<file path="src/rtl/ascon_wb_if.sv">
// Wishbone classic bus bundle between the host and the ASCON host-side slave.
interface ascon_wb_if;
  logic        wbs_cyc_i;
  logic        wbs_stb_i;
  logic        wbs_we_i;
  logic [3:0]  wbs_sel_i;
  logic [31:0] wbs_adr_i;
  logic [31:0] wbs_dat_i;
  logic        wbs_ack_o;
  logic [31:0] wbs_dat_o;

  modport slave (
    input  wbs_cyc_i, wbs_stb_i, wbs_we_i, wbs_sel_i, wbs_adr_i, wbs_dat_i,
    output wbs_ack_o, wbs_dat_o
  );

  modport master (
    output wbs_cyc_i, wbs_stb_i, wbs_we_i, wbs_sel_i, wbs_adr_i, wbs_dat_i,
    input  wbs_ack_o, wbs_dat_o
  );
endinterface

</file>
<file path="src/rtl/ascon_wb_slave.sv">
// Wishbone slave for the ASCON data memory window plus CTRL/DATALEN/STATUS registers.
module ascon_wb_slave #(
  parameter logic [31:0] BASE_ADDR = 32'h3000_0000
) (
  input  logic             clk,
  input  logic             nRST,
  ascon_wb_if.slave        wb,
  input  logic [31:0]      mem_dataout,
  input  logic             core_done,
  output logic             wb_we,
  output logic [4:0]       wb_addr,
  output logic [31:0]      datain_wb,
  output logic             busy,
  output logic [6:0]       datalen,
  output logic             irq
);

  typedef enum logic [1:0] {IDLE, XFER, RDCAP, ACK} state_t;

  state_t      state, state_nxt;
  logic [7:0]  r_off;
  logic        r_we;
  logic [3:0]  r_sel;
  logic [31:0] r_dat;
  logic        done;
  logic        irq_en;

  logic        req;
  logic        is_mem;
  logic        reg_wr;
  logic        ctrl_wr, dlen_wr, stat_wr;

  assign req     = wb.wbs_cyc_i & wb.wbs_stb_i & (wb.wbs_adr_i[31:8] == BASE_ADDR[31:8]);
  assign is_mem  = ~r_off[7];
  assign reg_wr  = (state == XFER) & r_we & r_off[7] & r_sel[0];
  assign ctrl_wr = reg_wr & (r_off[6:2] == 5'd0);
  assign dlen_wr = reg_wr & (r_off[6:2] == 5'd1);
  assign stat_wr = reg_wr & (r_off[6:2] == 5'd2);
  assign irq     = done & irq_en;

  always_ff @(posedge clk or negedge nRST) begin
    if (!nRST) state <= IDLE;
    else       state <= state_nxt;
  end

  always_comb begin
    state_nxt     = state;
    wb_we         = 1'b0;
    wb.wbs_ack_o  = 1'b0;
    unique case (state)
      IDLE:  if (req) state_nxt = XFER;
      XFER: begin
        state_nxt = (is_mem & ~r_we) ? RDCAP : ACK;
        wb_we     = r_we & is_mem & (r_sel == 4'hF) & ~busy;
      end
      RDCAP: state_nxt = ACK;
      ACK: begin
        state_nxt    = IDLE;
        wb.wbs_ack_o = 1'b1;
      end
      default: state_nxt = IDLE;
    endcase
  end

  // Memory port is only retargeted by memory accesses so it holds across register traffic.
  always_ff @(posedge clk or negedge nRST) begin
    if (!nRST) begin
      r_off     <= '0;
      r_we      <= 1'b0;
      r_sel     <= '0;
      r_dat     <= '0;
      wb_addr   <= '0;
      datain_wb <= '0;
    end else if (state == IDLE && req) begin
      r_off <= wb.wbs_adr_i[7:0];
      r_we  <= wb.wbs_we_i;
      r_sel <= wb.wbs_sel_i;
      r_dat <= wb.wbs_dat_i;
      if (!wb.wbs_adr_i[7]) begin
        wb_addr   <= wb.wbs_adr_i[6:2];
        datain_wb <= wb.wbs_dat_i;
      end
    end
  end

  // Later assignments win: abort over start, core_done set over STATUS clear.
  always_ff @(posedge clk or negedge nRST) begin
    if (!nRST) begin
      busy    <= 1'b0;
      done    <= 1'b0;
      irq_en  <= 1'b0;
      datalen <= '0;
    end else begin
      if (ctrl_wr) irq_en <= r_dat[1];
      if (dlen_wr && !busy) datalen <= r_dat[6:0];
      if (stat_wr && r_dat[1]) done <= 1'b0;
      if (ctrl_wr && r_dat[2]) begin
        busy <= 1'b0;
      end else if (ctrl_wr && r_dat[0] && !busy) begin
        busy <= 1'b1;
        done <= 1'b0;
      end else if (core_done && busy) begin
        busy <= 1'b0;
        done <= 1'b1;
      end
    end
  end

  always_ff @(posedge clk or negedge nRST) begin
    if (!nRST) begin
      wb.wbs_dat_o <= '0;
    end else if (state == XFER && !r_we && r_off[7]) begin
      unique case (r_off[6:2])
        5'd0:    wb.wbs_dat_o <= {30'd0, irq_en, 1'b0};
        5'd1:    wb.wbs_dat_o <= {25'd0, datalen};
        5'd2:    wb.wbs_dat_o <= {30'd0, done, busy};
        default: wb.wbs_dat_o <= '0;
      endcase
    end else if (state == RDCAP) begin
      wb.wbs_dat_o <= busy ? '0 : mem_dataout;
    end
  end

endmodule

</file>
<file path="src/flat_wrapper.sv">
// flat-port wrapper written by rule: the top's interface ports become plain ports
module ascon_wb_slave_flat 
#(
  parameter logic [31:0] BASE_ADDR = 32'h3000_0000
)
  (clk, nRST, mem_dataout, core_done, wb_we, wb_addr, datain_wb, busy, datalen, irq, wb_wbs_cyc_i, wb_wbs_stb_i, wb_wbs_we_i, wb_wbs_sel_i, wb_wbs_adr_i, wb_wbs_dat_i, wb_wbs_ack_o, wb_wbs_dat_o);
  ascon_wb_if wb_i ();
  input  logic clk;
  input  logic nRST;
  input  logic [31:0] mem_dataout;
  input  logic core_done;
  output logic wb_we;
  output logic [4:0] wb_addr;
  output logic [31:0] datain_wb;
  output logic busy;
  output logic [6:0] datalen;
  output logic irq;
  input wire logic [$bits(wb_i.wbs_cyc_i)-1:0] wb_wbs_cyc_i;
  input wire logic [$bits(wb_i.wbs_stb_i)-1:0] wb_wbs_stb_i;
  input wire logic [$bits(wb_i.wbs_we_i)-1:0] wb_wbs_we_i;
  input wire logic [$bits(wb_i.wbs_sel_i)-1:0] wb_wbs_sel_i;
  input wire logic [$bits(wb_i.wbs_adr_i)-1:0] wb_wbs_adr_i;
  input wire logic [$bits(wb_i.wbs_dat_i)-1:0] wb_wbs_dat_i;
  output wire logic [$bits(wb_i.wbs_ack_o)-1:0] wb_wbs_ack_o;
  output wire logic [$bits(wb_i.wbs_dat_o)-1:0] wb_wbs_dat_o;
  assign wb_i.wbs_cyc_i = wb_wbs_cyc_i;
  assign wb_i.wbs_stb_i = wb_wbs_stb_i;
  assign wb_i.wbs_we_i = wb_wbs_we_i;
  assign wb_i.wbs_sel_i = wb_wbs_sel_i;
  assign wb_i.wbs_adr_i = wb_wbs_adr_i;
  assign wb_i.wbs_dat_i = wb_wbs_dat_i;
  assign wb_wbs_ack_o = wb_i.wbs_ack_o;
  assign wb_wbs_dat_o = wb_i.wbs_dat_o;
  ascon_wb_slave #(.BASE_ADDR(BASE_ADDR)) u_core (.clk(clk), .nRST(nRST), .wb(wb_i), .mem_dataout(mem_dataout), .core_done(core_done), .wb_we(wb_we), .wb_addr(wb_addr), .datain_wb(datain_wb), .busy(busy), .datalen(datalen), .irq(irq));
endmodule
</file>
<file path="config.mk">
export PLATFORM = sky130hd
export DESIGN_NAME = ascon_wb_slave_flat
export DESIGN_NICKNAME = d
export VERILOG_FILES = /design/src/rtl/ascon_wb_if.sv /design/src/rtl/ascon_wb_slave.sv /design/src/flat_wrapper.sv
export SDC_FILE = /design/constraint.sdc
export NUM_CORES = 1
export LEC_CHECK = 0
export CORE_ASPECT_RATIO = 0.5
export CORE_MARGIN = 1.5
export CORE_UTILIZATION = 27
export CTS_BUF_LIST = sky130_fd_sc_hd__clkbuf_16
export DETAILED_ROUTE_END_ITERATION = 10
export DONT_BUFFER_PORTS = 1
export RECOVER_POWER = 100
export SETUP_SLACK_MARGIN = 0.4
export SLEW_MARGIN = 20
export SYNTH_ARGS = -nofsm -noshare
export SYNTH_HDL_FRONTEND = slang
export SYNTH_SLANG_ARGS = --single-unit
</file>
<file path="constraint.sdc">
create_clock -name clk -period 2.9 [get_ports clk]
set_input_delay 0.435 -clock clk [delete_from_list [all_inputs] [get_ports clk]]
set_output_delay 0.435 -clock clk [all_outputs]
set_load 0.01 [all_outputs]
</file>
* Word-level counts from Yosys, hierarchy flattened
Index checks and enable logic that the tools add are counted.
** Word-level totals
- Bits in registers :: 101
- Input port bits :: 106
- Output and inout bits :: 80
- Logic and storage cells :: 69
** Operators by class
- Eq/ne operators :: 8
- Muxes and demuxes :: 16
- Bitwise gates (word level) :: 17
- Reductions and logical operators :: 16
** Operators with widths (count)
- 32-bit 2-to-1 mux :: 3
- 24-bit by 22-bit equality test with 1-bit output, second input constant :: 1
- 7-bit one-hot mux with 3 select lines :: 1
- 1-bit AND :: 13
- 1-bit 2-to-1 mux :: 10
- 1-bit logical AND :: 9
- 2-bit one-hot mux with 4 select lines :: 1
- 5-bit by 1-bit equality test with 1-bit output, second input constant :: 1
- 5-bit by 2-bit equality test with 1-bit output, second input constant :: 1
- 5-bit logical NOT :: 1
- 2-bit equality test, second input constant :: 2
- 4-bit equality test, second input constant :: 1
- 1-bit inverter :: 4
- 3-bit nonzero test :: 1
- 2-bit by 1-bit equality test with 1-bit output, second input constant :: 1
- 1-bit logical NOT :: 2
- 2-bit logical NOT :: 1
- 2-bit 2-to-1 mux :: 1
- 2-bit by 1-bit inequality test with 1-bit output, second input constant :: 1
- 2-bit AND reduction :: 1
- 2-bit nonzero test :: 1

* Depth between registers and ports, before layout
- Word-level depth :: 10
- Mapped depth :: 7
- Gate-level depth less buffers :: 7

* Worst setup path after synthesis
No wires, ideal clock.
- Path kind :: input to register
- Start point :: in wb_wbs_adr_i[13]
- End point :: reg u_core.datain_wb[10]
- Setup time :: 0.125 ns
- Arrival :: 1.821 ns
- Required time :: 2.775 ns
- Setup slack :: 0.953 ns
- Cell stages on the path :: 6
- Buffers on the path :: 2
- Cell sequence :: nor4_2 -> nand4_2 -> nor4b_2 -> buf_6 -> buf_12 -> mux2_4
** Between the ends
- Word-level cells in the longest chain between the ends :: 4
** RTL lines
- start, declared :: RTL line flat_wrapper.sv:22 : input wire logic [$bits(wb_i.wbs_adr_i)-1:0] wb_wbs_adr_i;
- 24-bit by 22-bit equality test with 1-bit output :: RTL line ascon_wb_slave.sv:33 : assign req = wb.wbs_cyc_i & wb.wbs_stb_i & (wb.wbs_adr_i[31:8] == BASE_ADDR[31:8]);
- 1-bit AND :: RTL line ascon_wb_slave.sv:33
- 1-bit logical AND :: RTL line ascon_wb_slave.sv:74 : end else if (state == IDLE && req) begin
- 2-bit AND reduction (no line)
- end signal, assigned :: RTL line ascon_wb_slave.sv:81 : datain_wb <= wb.wbs_dat_i;
- end, declared :: RTL line ascon_wb_slave.sv:12 : output logic [31:0] datain_wb,
Every way passes these cells.
A chain may end at the register's enable or synchronous reset.

* Worst setup path after layout
- Start point :: reg u_core.state[0]
- End point :: reg u_core.r_off[5]
** Between the ends
- Word-level cells in the longest chain between the ends :: 2
** RTL lines
- start, declared :: RTL line ascon_wb_slave.sv:20 : state_t state, state_nxt;
- start signal, assigned :: RTL line ascon_wb_slave.sv:43 : else state <= state_nxt;
- 2-bit logical NOT :: RTL line ascon_wb_slave.sv:74
- 1-bit logical AND :: RTL line ascon_wb_slave.sv:74
- end signal, assigned :: RTL line ascon_wb_slave.sv:75 : r_off <= wb.wbs_adr_i[7:0];
- end, declared :: RTL line ascon_wb_slave.sv:21 : logic [7:0] r_off;
Every way passes these cells.

==> flow_summary.ini <==
[run_status]
outcome = finished, violations left
violations = negative hold slack

[floorplanning]
fp.dieArea_um2 = 16410
num_rows = 32
die_w_um = 179.7
start_util_pct = 27.47
fp.dieH_um = 91.33
core_um2 = 15330
ios = 186

[timing]
hold_viol_final = 99
rsz0062_at_grt = no
worst_pin_slew_ns = 1.010
slew_viol_final = 0
fin_tns_setup_ns = 0
period_needed_ns = 2.301
fmax_ghz = 0.4347
slew_headroom_pct = 32.68
fin_crit_sh_pct = 79.33
skew_ns = 0.006846
setup_viol_count_final = 0
whs_ns = -0.2115

[setup_path]
required_ns = 3.12
arrival_ns = 2.52
critical_path_class = reg2reg
worstSetupStartpointType = flip-flop
path_buf_inv = 3
rr_startpoint = u_core.state[0]$_DFFE_PN0P_
critical_path.cell_chain = inv_1 -> ha_1 -> inv_1 -> nor3_4 -> clkbuf_1 -> mux2_2
cp-end-kind = flip-flop
crit_slowest_cell = clkbuf_1
timing.critical_path.mode_cell = inv_1
cp_max_fo = 18
cp-startpoint = u_core.state[0]$_DFFE_PN0P_
cpPeakStageDelay_ns = 0.77
path_delay_family = buffers and inverters

[cts]
clk_pin_slew_ns = 0.07
cts_tree = done
cts_sinks = 99
ctsResizeCount = 0
clkLatencyLatePin_ns = 0.34
cts_buffers = 9
h-tree-depth = 3
clock_path_buffers = 2
clock-root-buffer = clkbuf_16

[flow_run]
maxCapViolations = 0

[drt]
viasPerCell = 4.700
ant_nets = 0
num_vias = 2331
firstDrtPassIters = 4
drt_iter0_markers = 116
drc = 0
routed_wl_mm = 8.899
route.detailed.wl_per_inst_um = 17.94

[yosys]
yosys_register_bits = 99
yosysSeqAreaShare_pct = 58.81
async_flop_share_pct = 100.0
post-synth-top-count-cell = dfrtp_1
synth_edf_count = 0
synth_area_leader_cell = dfrtp_1
synth_cell_types = 36
synth_area_um2 = 4213
synth-warning-count = 0
synth_top_cell_area_share_pct = 58.81
synth.area.top_cells = dfrtp_1 (59%), mux2_4 (11%), mux2_2 (8.8%)
synth_ff_type = dfrtp_1
avgSynthCellArea_um2 = 14.99
ys_top_cells_by_count = dfrtp_1 (99), mux2_2 (33), mux2_4 (30), a22o_1 (25)
synth_cells = 281
syn-num-nets = 392

[layout]
syn_to_final_growth_pct = 9.118
nets = 398
final_core_util_pct = 29.98
diodes = 0
drive_gt1_share_pct = 21.58

[global_routing]
grt_max_degree = 100
grt_overflow = 0
grt_pass1_wl_mm = 14.06
grt_pass1_vias = 2345
grt_antenna_before_repair = 0
grt_use_total_pct = 10.98

[power_and_ir_drop]
ir_worst_vdd_v = 0.0002450
power_leakage_uw = 0.002154
finalPower_uw = 2693
p_per_area_nw_per_um2 = 585.9

[placement]
io_buffer_count = 0
dpl.hpwl_mm = 6.507
gp_congestion = 0.7146

[min_path]
hold_class = in2async
## cell families after synthesis
| family | Yosys count | synth area share [%] |
|---|---|---|
| DFF | 99 | 58.81 |
| muxes | 71 | 21.41 |
| and+or+nand+nor | 49 | 7.960 |
| AOI/OAI and AO/OA | 42 | 7.455 |
| buffers and inverters | 15 | 2.881 |
| adders and majority gates | 5 | 1.485 |
## cell usage in the layout (no fill, tap or decap), types with 3 or more instances in the layout
cell        n
a22o_1     25
buf_4       3
clkbuf_16   9
dfrtp_1    99
ha_1        5
inv_1       4
inv_6       4
mux2_1     27
mux2_2     33
mux2_4      3
mux2i_1     8
nand2_1     8
nor2_1     10
nor2b_1     8
nor4_1      3
nor4_2      3
o21ai_0    10
## path summary, 6_finish.rpt
kind	slack, ns	to	depth (start not counted)
min in group clk	0.23	u_core.datain_wb[4]$_DFFE_PN0P_	1
worst max-delay path	0.60	u_core.r_off[5]$_DFFE_PN0P_	6
worst min register to register	0.50	u_core.r_off[4]$_DFFE_PN0P_	1
worst max register to register	0.60	u_core.r_off[5]$_DFFE_PN0P_	6
worst min-delay path	-0.21	u_core.wb_addr[0]$_DFFE_PN0P_	0
max in group asynchronous	2.94	u_core.datain_wb[24]$_DFFE_PN0P_	0
## per-layer routing
metal | vias up | wire, um | GRT usage [%]
met3 | 6 | 316 | 3.329
li1 | 1042 | - | -
met2 | 38 | 4778 | 18.75
met1 | 1245 | 3742 | 13.59
met4 | 0 | 61 | 2.708
met5 | - | 0 | 0
## cell type report
type | instances | area [um2]
clock inverter | 7 | 81.33
tap | 204 | 255.2
multi-input combinational | 167 | 1508
timing repair buffer | 6 | 35.03
sequential | 99 | 2477
fill | 1550 | 10740
inverter | 4 | 15.01
clock buffer | 9 | 225.2
## flip-flops by register name, summed over array words and instances, names as in the netlist, 2 cells and up
name,cells
u_core.wb_addr,5
u_core.datain_wb,32
u_core.wb.wbs_dat_o,32
u_core.r_dat,7
u_core.datalen,7
u_core.r_sel,4
u_core.r_off,6
u_core.state,2
## through the flow
step | cells | worst slack (ns) | instance area, um2
finish | 496 | 0.5994 | 4597
global route | 496 | 0.4139 | 4597
CTS | 496 | 0.7938 | 4735
detailed placement | 480 | 0.7811 | 4428
global placement | 480 | 0.8182 | 4428
floorplan | 281 | 0.9534 | 4213
## worst register-to-register path: cells and delay by family (launching register included)
family	cells	cell delay, ns
fa+ha+maj	1	0.21
buf+inv	3	0.99
mux	1	0.42
flops	1	0.40
simple gates	1	0.16
## where the power goes
part           internal [uW]  switching [uW]  leakage, uW
Clock                    683             548     0.000147
Sequential              1400            28.9      0.00135
Combinational           22.1            8.64     0.000658
Total                   2110             585      0.00215
## repair_timing
action	in CTS	in global routing
endpoints found under the setup margin	0	0
setup buffers	0	0
endpoints found under the hold margin	99	99
No activity file was read; power rests on OpenSTA's default activity.
